### src/rtl/ps2_frame_receiver_if.sv
// PS/2 receiver bus bundle: raw PS/2 lines and enable in, byte-pop handshake and status out.
interface ps2_frame_receiver_if;
    logic       ps2_clk;
    logic       ps2_data;
    logic       samplen;
    logic       rden;
    logic [7:0] q;
    logic       dsr;
    logic       overflow;
    logic       parerr;

    modport master (
        output ps2_clk, ps2_data, samplen, rden,
        input  q, dsr, overflow, parerr
    );

    modport slave (
        input  ps2_clk, ps2_data, samplen, rden,
        output q, dsr, overflow, parerr
    );
endinterface

### src/rtl/ps2_frame_receiver.sv
// Device-to-host PS/2 receiver: sync + glitch filter, 11-bit frame deframer with odd parity
// check, and a small byte FIFO popped through the q/dsr/rden interface.

// Two-flop synchronizer preset to the idle-bus level.
module ps2_line_sync (
    input  logic clk,
    input  logic reset,
    input  logic din,
    output logic dout
);
    logic [1:0] sync;

    always_ff @(posedge clk) begin
        if (reset) sync <= 2'b11;
        else       sync <= {sync[0], din};
    end

    assign dout = sync[1];
endmodule

module ps2_frame_receiver #(
    parameter int FILTER_LEN     = 8,
    parameter int TIMEOUT_CYCLES = 50000,
    parameter int DEPTH_LOG2     = 3
) (
    input logic                  clk,
    input logic                  reset,
    ps2_frame_receiver_if.slave  bus
);
    localparam int DEPTH = 1 << DEPTH_LOG2;
    localparam int FW    = $clog2(FILTER_LEN + 1);
    localparam int TW    = $clog2(TIMEOUT_CYCLES + 1);

    localparam logic [1:0] S_IDLE   = 2'd0;
    localparam logic [1:0] S_DATA   = 2'd1;
    localparam logic [1:0] S_PARITY = 2'd2;
    localparam logic [1:0] S_STOP   = 2'd3;

    // ---------------- input path ----------------
    logic [1:0] line_raw, line_sync;
    assign line_raw = {bus.ps2_data, bus.ps2_clk};

    for (genvar i = 0; i < 2; i++) begin : g_sync
        ps2_line_sync u_sync (
            .clk  (clk),
            .reset(reset),
            .din  (line_raw[i]),
            .dout (line_sync[i])
        );
    end

    logic          filt, filt_d;
    logic [FW-1:0] fcnt;
    logic          fall;
    logic          din;

    // Filtered clock only flips after FILTER_LEN consecutive disagreeing samples.
    always_ff @(posedge clk) begin
        if (reset) begin
            filt   <= 1'b1;
            filt_d <= 1'b1;
            fcnt   <= '0;
        end else begin
            filt_d <= filt;
            if (line_sync[0] != filt) begin
                if (fcnt == FW'(FILTER_LEN - 1)) begin
                    filt <= ~filt;
                    fcnt <= '0;
                end else begin
                    fcnt <= fcnt + 1'b1;
                end
            end else begin
                fcnt <= '0;
            end
        end
    end

    assign fall = filt_d & ~filt;
    assign din  = line_sync[1];

    // ---------------- deframer ----------------
    logic [1:0]    state;
    logic [2:0]    bitcnt;
    logic [7:0]    shreg;
    logic          par_bit;
    logic [TW-1:0] tcnt;
    logic          push_vld;
    logic          parerr_r;

    always_ff @(posedge clk) begin
        if (reset) begin
            state    <= S_IDLE;
            bitcnt   <= '0;
            shreg    <= '0;
            par_bit  <= 1'b0;
            tcnt     <= '0;
            push_vld <= 1'b0;
            parerr_r <= 1'b0;
        end else begin
            push_vld <= 1'b0;
            parerr_r <= 1'b0;
            if (!bus.samplen) begin
                // Host owns the bus: drop any partial frame, filters keep tracking.
                state <= S_IDLE;
                tcnt  <= '0;
            end else if (fall) begin
                tcnt <= '0;
                case (state)
                    S_IDLE: begin
                        if (!din) begin
                            state  <= S_DATA;
                            bitcnt <= '0;
                        end
                    end
                    S_DATA: begin
                        shreg  <= {din, shreg[7:1]};
                        bitcnt <= bitcnt + 1'b1;
                        if (bitcnt == 3'd7) state <= S_PARITY;
                    end
                    S_PARITY: begin
                        par_bit <= din;
                        state   <= S_STOP;
                    end
                    default: begin
                        if (din && (^{shreg, par_bit})) push_vld <= 1'b1;
                        else                            parerr_r <= 1'b1;
                        state <= S_IDLE;
                    end
                endcase
            end else if (state == S_IDLE) begin
                tcnt <= '0;
            end else if (tcnt == TW'(TIMEOUT_CYCLES - 1)) begin
                state <= S_IDLE;
                tcnt  <= '0;
            end else begin
                tcnt <= tcnt + 1'b1;
            end
        end
    end

    // ---------------- byte FIFO ----------------
    logic [7:0]            mem [DEPTH];
    logic [DEPTH_LOG2-1:0] wr_ptr, rd_ptr;
    logic [DEPTH_LOG2:0]   count, count_next;
    logic [7:0]            q_r;
    logic                  dsr_r, overflow_r;
    logic                  full, do_pop, do_push, drop;

    // count never exceeds DEPTH, so its MSB alone marks full.
    assign full    = count[DEPTH_LOG2];
    assign do_pop  = bus.rden & dsr_r;
    assign do_push = push_vld & (~full | do_pop);
    assign drop    = push_vld & full & ~do_pop;

    always_comb begin
        count_next = count;
        if (do_push && !do_pop)      count_next = count + 1'b1;
        else if (!do_push && do_pop) count_next = count - 1'b1;
    end

    always_ff @(posedge clk) begin
        if (!reset && do_push) mem[wr_ptr] <= shreg;
    end

    always_ff @(posedge clk) begin
        if (reset) begin
            wr_ptr     <= '0;
            rd_ptr     <= '0;
            count      <= '0;
            q_r        <= '0;
            dsr_r      <= 1'b0;
            overflow_r <= 1'b0;
        end else begin
            if (do_push) wr_ptr <= wr_ptr + 1'b1;
            if (do_pop) begin
                q_r    <= mem[rd_ptr];
                rd_ptr <= rd_ptr + 1'b1;
            end
            count <= count_next;
            dsr_r <= (count_next != '0);
            if (drop) overflow_r <= 1'b1;
        end
    end

    assign bus.q        = q_r;
    assign bus.dsr      = dsr_r;
    assign bus.overflow = overflow_r;
    assign bus.parerr   = parerr_r;
endmodule

### src/flat_wrapper.sv
// flat-port wrapper written by rule: the top's interface ports become plain ports
module ps2_frame_receiver_flat 
#(
    parameter int FILTER_LEN     = 8,
    parameter int TIMEOUT_CYCLES = 50000,
    parameter int DEPTH_LOG2     = 3
)
  (clk, reset, bus_ps2_clk, bus_ps2_data, bus_samplen, bus_rden, bus_q, bus_dsr, bus_overflow, bus_parerr);
  ps2_frame_receiver_if bus_i ();
  input logic clk;
  input logic reset;
  input wire logic [$bits(bus_i.ps2_clk)-1:0] bus_ps2_clk;
  input wire logic [$bits(bus_i.ps2_data)-1:0] bus_ps2_data;
  input wire logic [$bits(bus_i.samplen)-1:0] bus_samplen;
  input wire logic [$bits(bus_i.rden)-1:0] bus_rden;
  output wire logic [$bits(bus_i.q)-1:0] bus_q;
  output wire logic [$bits(bus_i.dsr)-1:0] bus_dsr;
  output wire logic [$bits(bus_i.overflow)-1:0] bus_overflow;
  output wire logic [$bits(bus_i.parerr)-1:0] bus_parerr;
  assign bus_i.ps2_clk = bus_ps2_clk;
  assign bus_i.ps2_data = bus_ps2_data;
  assign bus_i.samplen = bus_samplen;
  assign bus_i.rden = bus_rden;
  assign bus_q = bus_i.q;
  assign bus_dsr = bus_i.dsr;
  assign bus_overflow = bus_i.overflow;
  assign bus_parerr = bus_i.parerr;
  ps2_frame_receiver #(.FILTER_LEN(FILTER_LEN), .TIMEOUT_CYCLES(TIMEOUT_CYCLES), .DEPTH_LOG2(DEPTH_LOG2)) u_core (.clk(clk), .reset(reset), .bus(bus_i));
endmodule
### config.mk
export PLATFORM = sky130hd
export DESIGN_NAME = ps2_frame_receiver_flat
export DESIGN_NICKNAME = d
export VERILOG_FILES = /design/src/rtl/ps2_frame_receiver_if.sv /design/src/rtl/ps2_frame_receiver.sv /design/src/flat_wrapper.sv
export SDC_FILE = /design/constraint.sdc
export NUM_CORES = 1
export LEC_CHECK = 0
export BUFFER_PORTS_ARGS = -buffer_cell sky130_fd_sc_hd__buf_4
export CAP_MARGIN = 20
export CORE_ASPECT_RATIO = 1.5
export CORE_MARGIN = 2
export CORE_UTILIZATION = 35
export CTS_CLUSTER_SIZE = 20
export DETAILED_ROUTE_END_ITERATION = 16
export GPL_ROUTABILITY_DRIVEN = 1
export PLACE_DENSITY_LB_ADDON = 0.2
export SETUP_SLACK_MARGIN = 0.4
export SLEW_MARGIN = 25
export SYNTH_ARGS = -nofsm -noshare
export SYNTH_HDL_FRONTEND = slang
export SYNTH_HIERARCHICAL = 1
export SYNTH_SLANG_ARGS = --single-unit
### constraint.sdc
create_clock -name clk -period 2.35 [get_ports clk]
set_input_delay 0.235 -clock clk [delete_from_list [all_inputs] [get_ports clk]]
set_output_delay 0.235 -clock clk [all_outputs]
set_load 0.05 [all_outputs]
[After elaboration in Yosys (flattened, before gate mapping)]
Memories as Yosys holds them, arrays and structs flattened. A register that Yosys moved wholly into a read port is not among the register bits.
Index checks and enable logic that the tools add are counted.
Widths: inputs -> output; s select.
Cells by class
  $lt $le $gt $ge: 0
  muxes and demuxes: 14
  reductions and logical operators: 21
  shift-type cells: 0
  $mul: 0
  bitwise logic cells: 12
  div/mod/pow operators: 0
  add/subtract/negate cells: 7
  eq/ne operators: 9
Operators with widths (count)
  $add 16x1->16 const B: 1
  $eq 16x16->1 const B: 1
  $mux 2: 5
  $add 3x1->3 const B: 3
  $reduce_xor 9->1: 1
  $add 4x1->4 const B: 2
  $mux 4: 2
  $reduce_and 4->1: 2
  $not 1->1: 6
  $pmux 2 s3: 1
  $pmux 3 s2: 1
  $reduce_and 3->1: 2
  $reduce_or 6->1: 1
  $and 1x1->1: 5
  $reduce_or 5->1: 1
  $eq 4x3->1 const B: 1
  $logic_and 1x1->1: 4
  $mux 1: 4
  $reduce_bool 2->1: 2
  $reduce_bool 4->1: 1
  $sub 4x1->4 const B: 1
  $eq 3x3->1 const B: 1
  $logic_not 1->1: 3
  $mux 3: 1
  11 further kinds: 11
Word-level totals
  logic and storage cells: 81
  memories kept: 1
  bits in registers: 54
  memory bits (read-only): 0
  RAM bits: 64
  latch bits: 0
  output and inout port bits: 11
Memory list
  u_core.mem: words 8, bits a word 8, rd ports 1, clocked after Yosys merged registers in 1, wr ports 1, line ps2_frame_receiver.sv:142  | logic [7:0] mem [DEPTH];

[Depth between registers and ports, before layout]
Gate-level depths: netlist of run 1.
  depth after elaboration: 8
  mapped depth: 6
  depth with buffers taken out: 6

[By module]
Netlist of run 1, hierarchy kept.
By module, submodules not included
  ps2_frame_receiver: seq. area each 3083.0 µm², times used 1, area an instance 5073.6 µm², cells each 397
  ps2_line_sync: seq. area each 40.0 µm², times used 2, area an instance 52.6 µm², cells each 4

[Worst setup path before layout of run 1]
OpenSTA, ideal clock, no wires.
  kind: register to register
  start point: register u_core.dsr_r, in the netlist u_core/bus.dsr
  end point: memory u_core.mem[0][0] (enable)
  required time: 1.952 ns
  setup time: 0.398 ns
  stages on the path, launching flop included: 4
  path buffers: 0
  clock period less this slack: 2.429 ns
  arrival: 2.031 ns
  path slack: -0.079 ns
  path through: dfxtp_1 -> a21bo_2 -> nand2_1 -> nor4b_1
On the way
  cells in the longest elaborated chain, start to end: 6
Ends and longest elaborated chain
  from (decl): line ps2_frame_receiver.sv:146  | logic dsr_r, overflow_r;
  from (signal assigned): line ps2_frame_receiver.sv:180  | dsr_r <= (count_next != '0);
  $and 1x1->1: line ps2_frame_receiver.sv:151  | assign do_pop = bus.rden & dsr_r;
  $or 1x1->1: line ps2_frame_receiver.sv:152  | assign do_push = push_vld & (~full | do_pop);
  $and 1x1->1: line ps2_frame_receiver.sv:152
  $logic_and 1x1->1: line ps2_frame_receiver.sv:162  | if (!reset && do_push) mem[wr_ptr] <= shreg;
  $mux 1: line ps2_frame_receiver.sv:162
  $mux 1 (not written as such): line ps2_frame_receiver.sv:162
  to (decl): line ps2_frame_receiver.sv:142
Every way passes these cells.

[Worst setup path in the final report of run 1]
  start point: register u_core.count[3]
  end point: memory u_core.mem[6][2] (enable)
On the way
  cells in the longest elaborated chain, start to end: 6
Ends and longest elaborated chain
  from (decl): line ps2_frame_receiver.sv:144  | logic [DEPTH_LOG2:0] count, count_next;
  from (signal assigned): line ps2_frame_receiver.sv:179  | count <= count_next;
  $not 1->1: line ps2_frame_receiver.sv:152
  $or 1x1->1: line ps2_frame_receiver.sv:152
  $and 1x1->1: line ps2_frame_receiver.sv:152
  $logic_and 1x1->1: line ps2_frame_receiver.sv:162
  $mux 1: line ps2_frame_receiver.sv:162
  $mux 1 (not written as such): line ps2_frame_receiver.sv:162
Every way passes these cells.

==> impl_results.rst, run 1 <==
.. list-table::
   :header-rows: 1

   * - Metric
     - Value
   * - Maximum number of pins on one net before global-route repair
     - 45
   * - CTS tree
     - done
   * - Inst Count DP
     - 614
   * - Total Routed Length
     - 9710 um
   * - Initial antenna violation count
     - 0
   * - DR vias/cell
     - 4.77
   * - Standard-cell row count
     - 54
   * - Remaining antenna violation count after routing
     - 0
   * - Nets in the synthesized netlist
     - 423
   * - Cell taking the most area after synthesis
     - sky130_fd_sc_hd__edfxtp_1
   * - Pins over their slew limit
     - 0
   * - Fraction of final layout cells sized beyond drive strength 1
     - 0.186
   * - Startpoint class of the critical path
     - flop
   * - Die area
     - 0.0158 sq mm
   * - Skew final
     - 0.00553 ns
   * - Worst path bufs/invs
     - 0
   * - Seq/Total Area, Yosys
     - 0.611
   * - Least-Margin Pin Slew
     - 0.678 ns
   * - Core Box Area
     - 0.0145 sq mm
   * - Number of setup violations in the final report
     - 0
   * - Cell at the root of the clock tree
     - sky130_fd_sc_hd__clkbuf_16
   * - Critical Path Stages
     - 3
   * - Average wire per standard cell
     - 15.0 um
   * - Mean area per synthesized cell
     - 12.8 sq um
   * - DIE HEIGHT
     - 153 um
   * - Remaining routing DRC violations
     - 0
   * - Data required time of the worst path
     - 2.39 ns
   * - VDD IR-drop max
     - 461 uV
   * - Worst relative slew slack
     - 0.546
   * - Flop-to-flop setup slack
     - 0.56 ns
   * - Maximum level of the CTS H-tree
     - 4
   * - Most frequent cell after synthesis
     - sky130_fd_sc_hd__edfxtp_1
   * - Synth async-reset ratio
     - 0
   * - Routed length on met1
     - 4010 um
   * - Cells after Synth
     - 405
   * - Post-synthesis cell area
     - 0.00518 sq mm
   * - Buffers on Ports
     - 16
   * - Sum of met3 wire segment lengths after detailed routing
     - 242 um
   * - Crit end category
     - flop
   * - Number of endpoints with negative hold slack in the final report
     - 0
   * - Largest fanout of any net on the critical path
     - 8
   * - Unrepaired setup endpoints after global routing
     - false
   * - Total iterations of the first detailed-routing run
     - 4
   * - Vias in the first global route
     - 3275
   * - Leakage power of the design
     - 0.00225 uW
   * - Post-layout net count
     - 457
   * - Post-synthesis cell type count
     - 52
   * - F_max
     - 0.559 GHz
   * - Met2 wire length
     - 5300 um
   * - Global-route wire length before repair
     - 16500 um
   * - Crit. Startpoint
     - u_core/count[3]
   * - Total number of vias
     - 3090
   * - CP max stage cell
     - sky130_fd_sc_hd__nor2_1
   * - Most instantiated flip-flop cell in the synthesis netlist
     - sky130_fd_sc_hd__edfxtp_1
   * - Final period utilization
     - 0.761
   * - Maximum number of buffers from clock root to sink
     - 2
   * - Critical path data arrival time
     - 1.82 ns
   * - GR Util All Layers
     - 0.139
   * - X dimension of the die
     - 103 um
   * - Number of storage elements in the synthesis netlist
     - 126
   * - Cell-by-cell trace of the critical path
     - a21bo_2 > nand3_1 > nor2_1
   * - Post-CTS Setup Inserts
     - 0
   * - Critical Path Sink
     - u_core/mem[6][2]
   * - Starting Density
     - 0.357
   * - Number of max-cap violations
     - 0
   * - Longest individual stage delay on the worst path
     - 0.60 ns
   * - CTS Sinks
     - 126
   * - Routability congestion estimate from global placement
     - 0.742
   * - Filler instances
     - 1352
   * - Total clock buffers created by CTS
     - 17
   * - Ports placed on the boundary
     - 17
   * - Total congestion overflow after global routing
     - 0
   * - Class of the worst hold path
     - input port to flop
   * - Top routing layer in use
     - met4
   * - Most common library cells after synthesis
     - 64 x sky130_fd_sc_hd__edfxtp_1, 62 x sky130_fd_sc_hd__dfxtp_1, 51 x sky130_fd_sc_hd__nor2_1
   * - Worst reg2reg path startpoint
     - u_core/count[3]
   * - Estimated wirelength of the detail-placed design
     - 6540 um
   * - Kind of cell with the highest combined delay on the critical path
     - simple AND/OR/NAND/NOR gates
   * - Area grow syn2layout
     - 21.0%
   * - Path depth of the worst reg2reg path
     - 3
   * - Count of warnings emitted by yosys
     - 6
   * - Final TNS setup
     - 0 ns
   * - Initial detailed-routing violation count
     - 113
   * - Top cells by area, synth
     - sky130_fd_sc_hd__edfxtp_1 37%, sky130_fd_sc_hd__dfxtp_1 24%, sky130_fd_sc_hd__mux4_2 7.0%, sky130_fd_sc_hd__nor2_1 3.7%, sky130_fd_sc_hd__ha_1 2.9%
   * - Area share of the largest cell type after synthesis
     - 0.371
   * - Min Clock Period, post-route
     - 1.79 ns
   * - Clock slew at the register clock pins of the worst setup and hold paths
     - 0.05 ns
   * - Reg2reg end
     - u_core/mem[6][2]
   * - Pwr Density
     - 931 mW/mm^2
   * - Crit path kind
     - flop to flop
   * - Diodes inserted
     - 0
   * - Number of flops mapped to enable cells by yosys
     - 64
   * - Post-Layout Cell Count
     - 648
   * - Status
     - finished clean
   * - Clock insertion delay at the later pin of the skew report
     - 0.41 ns
## tightest hold or removal path, cell delays in order
cell and delay, ns:
sky130_fd_sc_hd__buf_4 0.11, sky130_fd_sc_hd__nand2_1 0.09, sky130_fd_sc_hd__nand2_1 0.08, sky130_fd_sc_hd__a21oi_1 0.06
## cell type report
type,instances,area [sq um],share of cell area
sequential,126,3160,0.505
multi-input combinational,253,1920,0.307
clock buffer,18,439,0.0701
timing repair buffer,32,245,0.0391
tap,196,245,0.0391
clock inverter,14,216,0.0346
inverter,9,33.8,0.00539
## through the flow
stage / total power (uW) / hold WS (ns) / setup WS, ns / utilization / cell area, sq um
final: 5830 / 0.211 / 0.561 / 0.431 / 6260
after CTS: 5910 / 0.187 / 0.423 / 0.431 / 6260
after floorplan: 2920 / 0.332 / 0.236 / - / 5200
after detailed placement: 3050 / 0.395 / 0.431 / 0.384 / 5580
after global routing: 6080 / 0.212 / 0.419 / 0.431 / 6260
after global placement: 3040 / 0.391 / 0.473 / 0.384 / 5580
## cells by family (layout without fill, tap and decap cells)
family          after synthesis  count (layout)  synth area share
mux                          29              29            0.0947
xor+xnor                     28              28            0.0527
buf+inv                      26              73            0.0234
flops                       126             126             0.611
compound gates               44              44            0.0536
fa+ha+maj                    12              12            0.0290
simple gates                140             140             0.136
## placed cells by master (no fill, tap or decap), drive strengths merged, types with 3 or more instances in the layout
master and count:
nand3 12, a31oi 3, xnor2 10, o21ai 6
dfxtp 62, nor3 3, buf 30, mux4 16
nand2 32, bufinv 5, a21oi 17, ha 12
clkbuf 18, clkinv 7, a211oi 8, nor2b 6
inv 9, and4 4, nor4 4, xor2 16
mux2i 13, nor2 51, or2 6, nand4 7
edfxtp 64
## timing repair
item	4_1_cts	5_1_grt
hold buffers	2	0
hold endpoints to repair	2	0
gates resized for setup	0	1
setup endpoints to repair	0	1
## power by group
group          total, uW  internal, uW  leakage [uW]  switching, uW
Sequential          2420          2360       0.00120           63.3
Clock               2840          1910      0.000311            928
Combinational        576           221      0.000730            355
## worst min-delay path by stage
stage	cells after the start	start	slack, ns	endpoint
after global placement	1	u_core/g_sync[0].u_sync/sync[0]	0.39	u_core/g_sync[0].u_sync/sync[1]
after global routing	4	bus_rden	0.21	u_core/rd_ptr[1]
after floorplan	1	reset	0.33	u_core/g_sync[0].u_sync/sync[0]
after detailed placement	1	u_core/g_sync[1].u_sync/sync[0]	0.40	u_core/g_sync[1].u_sync/sync[1]
after CTS	4	bus_rden	0.19	u_core/rd_ptr[1]
final	4	bus_rden	0.21	u_core/rd_ptr[1]
## layer usage
layer,up-vias,GRT usage
li1,1546,-
met1,1493,0.160
met3,13,0.0380
met5,-,0
met2,38,0.239
met4,0,0.0570
## registers in the layout, summed over array words and instances (netlist names), 4 cells and up
name,count
u_core/bus.q,8
u_core/count,4
u_core/fcnt,4
u_core/g_sync.u_sync/sync,4
u_core/mem,64
u_core/shreg,8
u_core/tcnt,16
(Power assumes the default switching activity.)
==> run 2: changes to the inputs <==
Clock period 2.35 ns to 1.7 ns, I/O delays scaled along.
==> impl_results.rst, run 2 (synthesized netlist as in run 1, its figures left out) <==
.. list-table::
   :header-rows: 1

   * - Metric
     - Value
   * - Final std cell area, no fill
     - 0.00704 sq mm
   * - Pwr Density
     - 1120 mW/mm^2
   * - CTS Sinks
     - 126
   * - Total congestion overflow after global routing
     - 0
   * - Clock slew at the register clock pins of the worst setup and hold paths
     - 0.06 ns
   * - Reg2reg end
     - u_core/push_vld
   * - CTS tree
     - done
   * - Worst path bufs/invs
     - 0
   * - Path depth of the worst reg2reg path
     - 4
   * - Estimated wirelength of the detail-placed design
     - 6800 um
   * - Maximum number of pins on one net before global-route repair
     - 28
   * - Largest register FFs
     - 64
   * - DR vias/cell
     - 4.94
   * - Crit end category
     - flop
   * - Pins over their slew limit
     - 0
   * - Starting Density
     - 0.357
   * - Cell at the root of the clock tree
     - sky130_fd_sc_hd__clkbuf_16
   * - Capture endpoint of the worst hold path
     - u_core/shreg[4]
   * - Hold wc startpoint
     - reset
   * - X dimension of the die
     - 103 um
   * - Core Box Area
     - 0.0145 sq mm
   * - Longest individual stage delay on the worst path
     - 0.42 ns
   * - Remaining routing DRC violations
     - 0
   * - Critical path data arrival time
     - 1.81 ns
   * - Final TNS setup
     - 0 ns
   * - Data required time of the worst path
     - 2.03 ns
   * - Number of endpoints with negative hold slack in the final report
     - 0
   * - Placed cell areas
     - 0.00586 sq mm
   * - DIE HEIGHT
     - 153 um
   * - Worst relative slew slack
     - 0.585
   * - Crit path kind
     - flop to flop
   * - Largest registers
     - u_core/mem (64), u_core/tcnt (16)
   * - Standard-cell row count
     - 54
   * - Total number of vias
     - 3366
   * - Flop-to-flop setup slack
     - 0.22 ns
   * - VDD IR-drop max
     - 531 uV
   * - Ports placed on the boundary
     - 17
   * - Area grow syn2layout
     - 36.0%
   * - Number of max-cap violations
     - 0
   * - Number of setup violations in the final report
     - 0
   * - Status
     - finished clean
   * - Final period utilization
     - 0.871
   * - Clock insertion delay at the later pin of the skew report
     - 0.41 ns
   * - Commonest non-fill, non-tap cell in the layout
     - sky130_fd_sc_hd__edfxtp_1
   * - Remaining antenna violation count after routing
     - 0
   * - Total clock buffers created by CTS
     - 17
   * - GR Util All Layers
     - 0.152
   * - Initial antenna violation count
     - 0
   * - Kind of cell with the highest combined delay on the critical path
     - XOR/XNOR gates
   * - Maximum level of the CTS H-tree
     - 4
   * - Diodes inserted
     - 0
   * - Least-Margin Pin Slew
     - 0.622 ns
   * - Inst Count DP
     - 622
   * - Startpoint class of the critical path
     - flop
   * - Global-route wire length before repair
     - 17800 um
   * - Leakage power of the design
     - 0.00243 uW
   * - Vias in the first global route
     - 3412
   * - Maximum number of buffers from clock root to sink
     - 2
   * - Total iterations of the first detailed-routing run
     - 4
   * - Total Routed Length
     - 11200 um
   * - Post-Layout Cell Count
     - 681
   * - Min Clock Period, post-route
     - 1.48 ns
   * - Top library cells by usage in the layout, fill and taps aside
     - 64 x sky130_fd_sc_hd__edfxtp_1, 47 x sky130_fd_sc_hd__buf_4, 33 x sky130_fd_sc_hd__dfxtp_1, 31 x sky130_fd_sc_hd__nor2_1, 29 x sky130_fd_sc_hd__nand2_1
   * - Skew final
     - 0.00971 ns
   * - Hold-critical path depth
     - 2
   * - Post-layout net count
     - 490
   * - Fraction of final layout cells sized beyond drive strength 1
     - 0.433
   * - Largest fanout of any net on the critical path
     - 2
   * - Average wire per standard cell
     - 16.4 um
   * - F_max
     - 0.675 GHz
   * - Cell-by-cell trace of the critical path
     - xor2_2 > xnor3_1 > mux2i_4 > nor4b_4
   * - Routability congestion estimate from global placement
     - 0.756
   * - Die area
     - 0.0158 sq mm
   * - Buffers on Ports
     - 16
   * - Class of the worst hold path
     - input port to flop
   * - Initial detailed-routing violation count
     - 164
   * - Unrepaired setup endpoints after global routing
     - true
   * - Worst reg2reg path startpoint
     - u_core/shreg[2]
   * - CP max stage cell
     - sky130_fd_sc_hd__xnor3_1
   * - Largest register by flop count
     - u_core/mem
[run 2: worst register-to-register path: stages, from the launching register on]
cell and delay, ns:
sky130_fd_sc_hd__dfxtp_4 0.35, sky130_fd_sc_hd__xor2_2 0.17, sky130_fd_sc_hd__xnor3_1 0.42, sky130_fd_sc_hd__mux2i_4 0.26, sky130_fd_sc_hd__nor4b_4 0.20
[run 2: worst max path at each step]
stage / slack, ns / to / start / cells past startpoint
finish: 0.22 / u_core/push_vld / u_core/shreg[2] / 4
CTS: 0.21 / u_core/push_vld / u_core/par_bit / 4
detailed placement: 0.18 / u_core/bus.q[2] / u_core/rd_ptr[0] / 4
global route: 0.18 / u_core/bus.parerr / u_core/shreg[1] / 4
floorplan: 0.1 / u_core/mem[4][0] / u_core/bus.dsr / 3
global placement: 0.20 / u_core/mem[4][2] / u_core/bus.dsr / 4
[run 2: power by group]
part,internal [uW],leakage [uW],switching (uW)
registers,3250,0.00122,89.5
logic,467,0.000941,595
clock network,2060,0.000271,1430
[run 2: layout make-up]
class | instances | area (sq um)
tap | 196 | 245
multi-input combinational | 253 | 2310
clock buffer | 17 | 425
clock inverter | 15 | 153
fill | 1266 | 7480
timing repair buffer | 65 | 621
sequential | 126 | 3250
inverter | 9 | 41.3
[run 2: timing repair]
action	in CTS	in global routing
gates resized for setup	49	56
buffers inserted	18	5
setup endpoints to repair	108	115
hold buffers	2	0
endpoints found under the hold margin	2	0
pin swaps	20	21
cloned	2	0
[run 2: routing by layer]
| metal | track usage | vias to the layer above | share of wire |
|---|---|---|---|
| li1 | - | 1627 | - |
| met1 | 0.167 | 1676 | 0.38 |
| met2 | 0.275 | 52 | 0.57 |
| met3 | 0.0412 | 11 | 0.031 |
| met4 | 0.0489 | 0 | 0.013 |
| met5 | 0 | - | 0 |
[run 2: stage by stage]
step / util / total power, uW / hold slack [ns] / worst slack (ns)
2_1_floorplan: - / 4070 / 0.267 / 0.0971
3_3_place_gp: 0.403 / 4280 / 0.355 / 0.198
3_5_place_dp: 0.403 / 4300 / 0.360 / 0.183
4_1_cts: 0.468 / 7930 / 0.0745 / 0.212
5_1_grt: 0.485 / 8210 / 0.112 / 0.185
6_report: 0.485 / 7890 / 0.107 / 0.219
==> run 3: changes to the inputs <==
--- a/config.mk
+++ b/config.mk
@@ -10,6 +10,6 @@
 export CORE_ASPECT_RATIO = 1.5
 export CORE_MARGIN = 2
-export CORE_UTILIZATION = 35
-export CTS_CLUSTER_SIZE = 20
+export CORE_UTILIZATION = 40
+export CTS_CLUSTER_SIZE = 12
 export DETAILED_ROUTE_END_ITERATION = 16
 export GPL_ROUTABILITY_DRIVEN = 1
==> constraint.sdc (replaced) <==
create_clock -name clk -period 1.7 [get_ports clk]
set_input_delay 0.17 -clock clk [delete_from_list [all_inputs] [get_ports clk]]
set_output_delay 0.17 -clock clk [all_outputs]
set_load 0.02 [all_outputs]
==> impl_results.rst, run 3 (synthesized netlist as in run 1, its figures left out) <==
.. list-table::
   :header-rows: 1

   * - Metric
     - Value
   * - Status
     - finished clean
   * - Total iterations of the first detailed-routing run
     - 4
   * - F_max
     - 0.658 GHz
   * - Leakage power of the design
     - 0.00262 uW
   * - Routed length on met1
     - 4290 um
   * - Final period utilization
     - 0.895
   * - Largest register by flop count
     - u_core/mem
   * - Top routing layer in use
     - met4
   * - Met2 wire length
     - 6220 um
   * - Top library cells by usage in the layout, fill and taps aside
     - 64 x sky130_fd_sc_hd__edfxtp_1, 63 x sky130_fd_sc_hd__buf_4, 35 x sky130_fd_sc_hd__nor2_1, 29 x sky130_fd_sc_hd__nand2_1, 27 x sky130_fd_sc_hd__dfxtp_1
   * - DR vias/cell
     - 5.20
   * - Standard-cell row count
     - 50
   * - Estimated wirelength of the detail-placed design
     - 6470 um
   * - Util after Layout
     - 0.580
   * - Cell at the root of the clock tree
     - sky130_fd_sc_hd__clkbuf_16
   * - Area of combinational cells with multiple inputs
     - 0.00237 sq mm
   * - GR Util All Layers
     - 0.160
   * - Routability congestion estimate from global placement
     - 0.734
   * - Buffers on Ports
     - 16
   * - Maximum level of the CTS H-tree
     - 4
   * - Die area
     - 0.0139 sq mm
   * - Skew final
     - 0.00989 ns
   * - Number of max-cap violations
     - 0
   * - Total Routed Length
     - 10900 um
   * - Slack of the critical path
     - 0.179 ns
   * - Core Box Area
     - 0.0126 sq mm
   * - Number of setup violations in the final report
     - 0
   * - Initial detailed-routing violation count
     - 103
   * - Maximum number of pins on one net before global-route repair
     - 19
   * - Crit path kind
     - flop to flop
   * - Average wire per standard cell
     - 16.5 um
   * - Total congestion overflow after global routing
     - 0
   * - CTS Sinks
     - 126
   * - Diodes inserted
     - 0
   * - Largest registers
     - u_core/mem (64), u_core/tcnt (16)
   * - Clock insertion delay at the later pin of the skew report
     - 0.40 ns
   * - Pwr Density
     - 1110 mW/mm^2
   * - Sum of met3 wire segment lengths after detailed routing
     - 291 um
   * - Global-route wire length before repair
     - 17000 um
   * - Ports placed on the boundary
     - 17
   * - Clock slew at the register clock pins of the worst setup and hold paths
     - 0.06 ns
   * - Vias in the first global route
     - 3494
   * - Fraction of final layout cells sized beyond drive strength 1
     - 0.465
   * - Data required time of the worst path
     - 1.99 ns
   * - Number of endpoints with negative hold slack in the final report
     - 0
   * - DIE HEIGHT
     - 143 um
   * - CTS tree
     - done
   * - Pins over their slew limit
     - 0
   * - Total clock buffers created by CTS
     - 17
   * - Remaining routing DRC violations
     - 0
   * - Initial antenna violation count
     - 0
   * - Unrepaired setup endpoints after global routing
     - true
   * - Remaining antenna violation count after routing
     - 0
   * - X dimension of the die
     - 96.9 um
   * - VDD IR-drop max
     - 610 uV
   * - Starting Density
     - 0.412
   * - Post-layout net count
     - 510
   * - Largest fanout of any net on the critical path
     - 4
   * - Class of the worst hold path
     - input port to flop
   * - Least-Margin Pin Slew
     - 0.293 ns
   * - Critical path data arrival time
     - 1.81 ns
   * - Final TNS setup
     - 0 ns
   * - Total number of vias
     - 3439
   * - Commonest non-fill, non-tap cell in the layout
     - sky130_fd_sc_hd__edfxtp_1
   * - Crit end category
     - flop
   * - Area grow syn2layout
     - 40.8%
   * - Startpoint class of the critical path
     - flop
   * - Storage cell area
     - 0.00325 sq mm
   * - Filler instances
     - 981
   * - Worst setup timing slack at the placement stage
     - 0.141 ns
   * - Maximum number of buffers from clock root to sink
     - 2
   * - Largest register FFs
     - 64
   * - Worst relative slew slack
     - 0.804
   * - Min Clock Period, post-route
     - 1.52 ns
==> run 3: cell count changes in the layout (fill, tap and decap cells not counted), moves of 4 or more <==
cell	delta
sky130_fd_sc_hd__clkinvlp_4	-4
sky130_fd_sc_hd__clkinv_2	+4
sky130_fd_sc_hd__nor2_2	-8
sky130_fd_sc_hd__mux2i_2	+4
sky130_fd_sc_hd__dfxtp_1	-6
sky130_fd_sc_hd__clkbuf_8	+5
sky130_fd_sc_hd__inv_6	-5
sky130_fd_sc_hd__dfxtp_2	+6
sky130_fd_sc_hd__buf_4	+16
sky130_fd_sc_hd__nor2_1	+4
sky130_fd_sc_hd__nor2_4	+4
==> run 3: metal layers <==
| layer | track usage | vias to the layer above |
|---|---|---|
| met5 | 0 | - |
| met4 | 0.0764 | 0 |
| met3 | 0.0447 | 15 |
| met2 | 0.310 | 56 |
| met1 | 0.156 | 1712 |
| li1 | - | 1656 |
==> run 3: layout make-up <==
class | count | area share
multi-input combinational | 253 | 0.325
clock inverter | 5 | 0.00686
tap | 156 | 0.0268
sequential | 126 | 0.446
timing repair buffer | 85 | 0.114
inverter | 9 | 0.00566
clock buffer | 27 | 0.0762
==> run 3: worst max-delay path, cell delays in order, from the launching register on <==
cell,delay (ns)
sky130_fd_sc_hd__dfxtp_4,0.40
sky130_fd_sc_hd__bufbuf_16,0.27
sky130_fd_sc_hd__mux4_2,0.49
sky130_fd_sc_hd__mux2i_1,0.15
sky130_fd_sc_hd__a211oi_1,0.09
==> run 3: where the power goes <==
part / internal (uW) / switching [uW] / total (uW)
combinational: 616 / 503 / 1120
sequential: 3260 / 90.3 / 3350
clock: 2370 / 1220 / 3590
==> run 3: timing repair <==
item	in CTS	in global routing
pin swaps	25	20
endpoints found under the hold margin	2	0
buffers inserted	27	13
gates cloned	3	1
endpoints found under the setup margin	107	113
gates resized for setup	52	65
hold buffers	2	0
==> run 3: final timing paths <==
| check | startpoint | end | slack, ns | cells past startpoint |
|---|---|---|---|---|
| setup reg to reg | u_core/rd_ptr[0] | u_core/bus.q[1] | 0.18 | 4 |
| hold reg to reg | u_core/g_sync[0].u_sync/sync[0] | u_core/g_sync[0].u_sync/sync[1] | 0.40 | 1 |
| setup / recovery | u_core/rd_ptr[0] | u_core/bus.q[1] | 0.18 | 4 |
| hold / removal | reset | u_core/bitcnt[0] | 0.1 | 2 |
==> run 3: stage by stage <==
step / power [uW] / hold WS, ns / area [sq um] / cells
CTS: 7990 / 0.0672 / 6920 / 647
global route: 8340 / 0.104 / 7290 / 661
detailed placement: 4150 / 0.360 / 5820 / 583
floorplan: 3940 / 0.267 / 5380 / 405
global placement: 4130 / 0.360 / 5820 / 583
finish: 8060 / 0.0999 / 7290 / 661
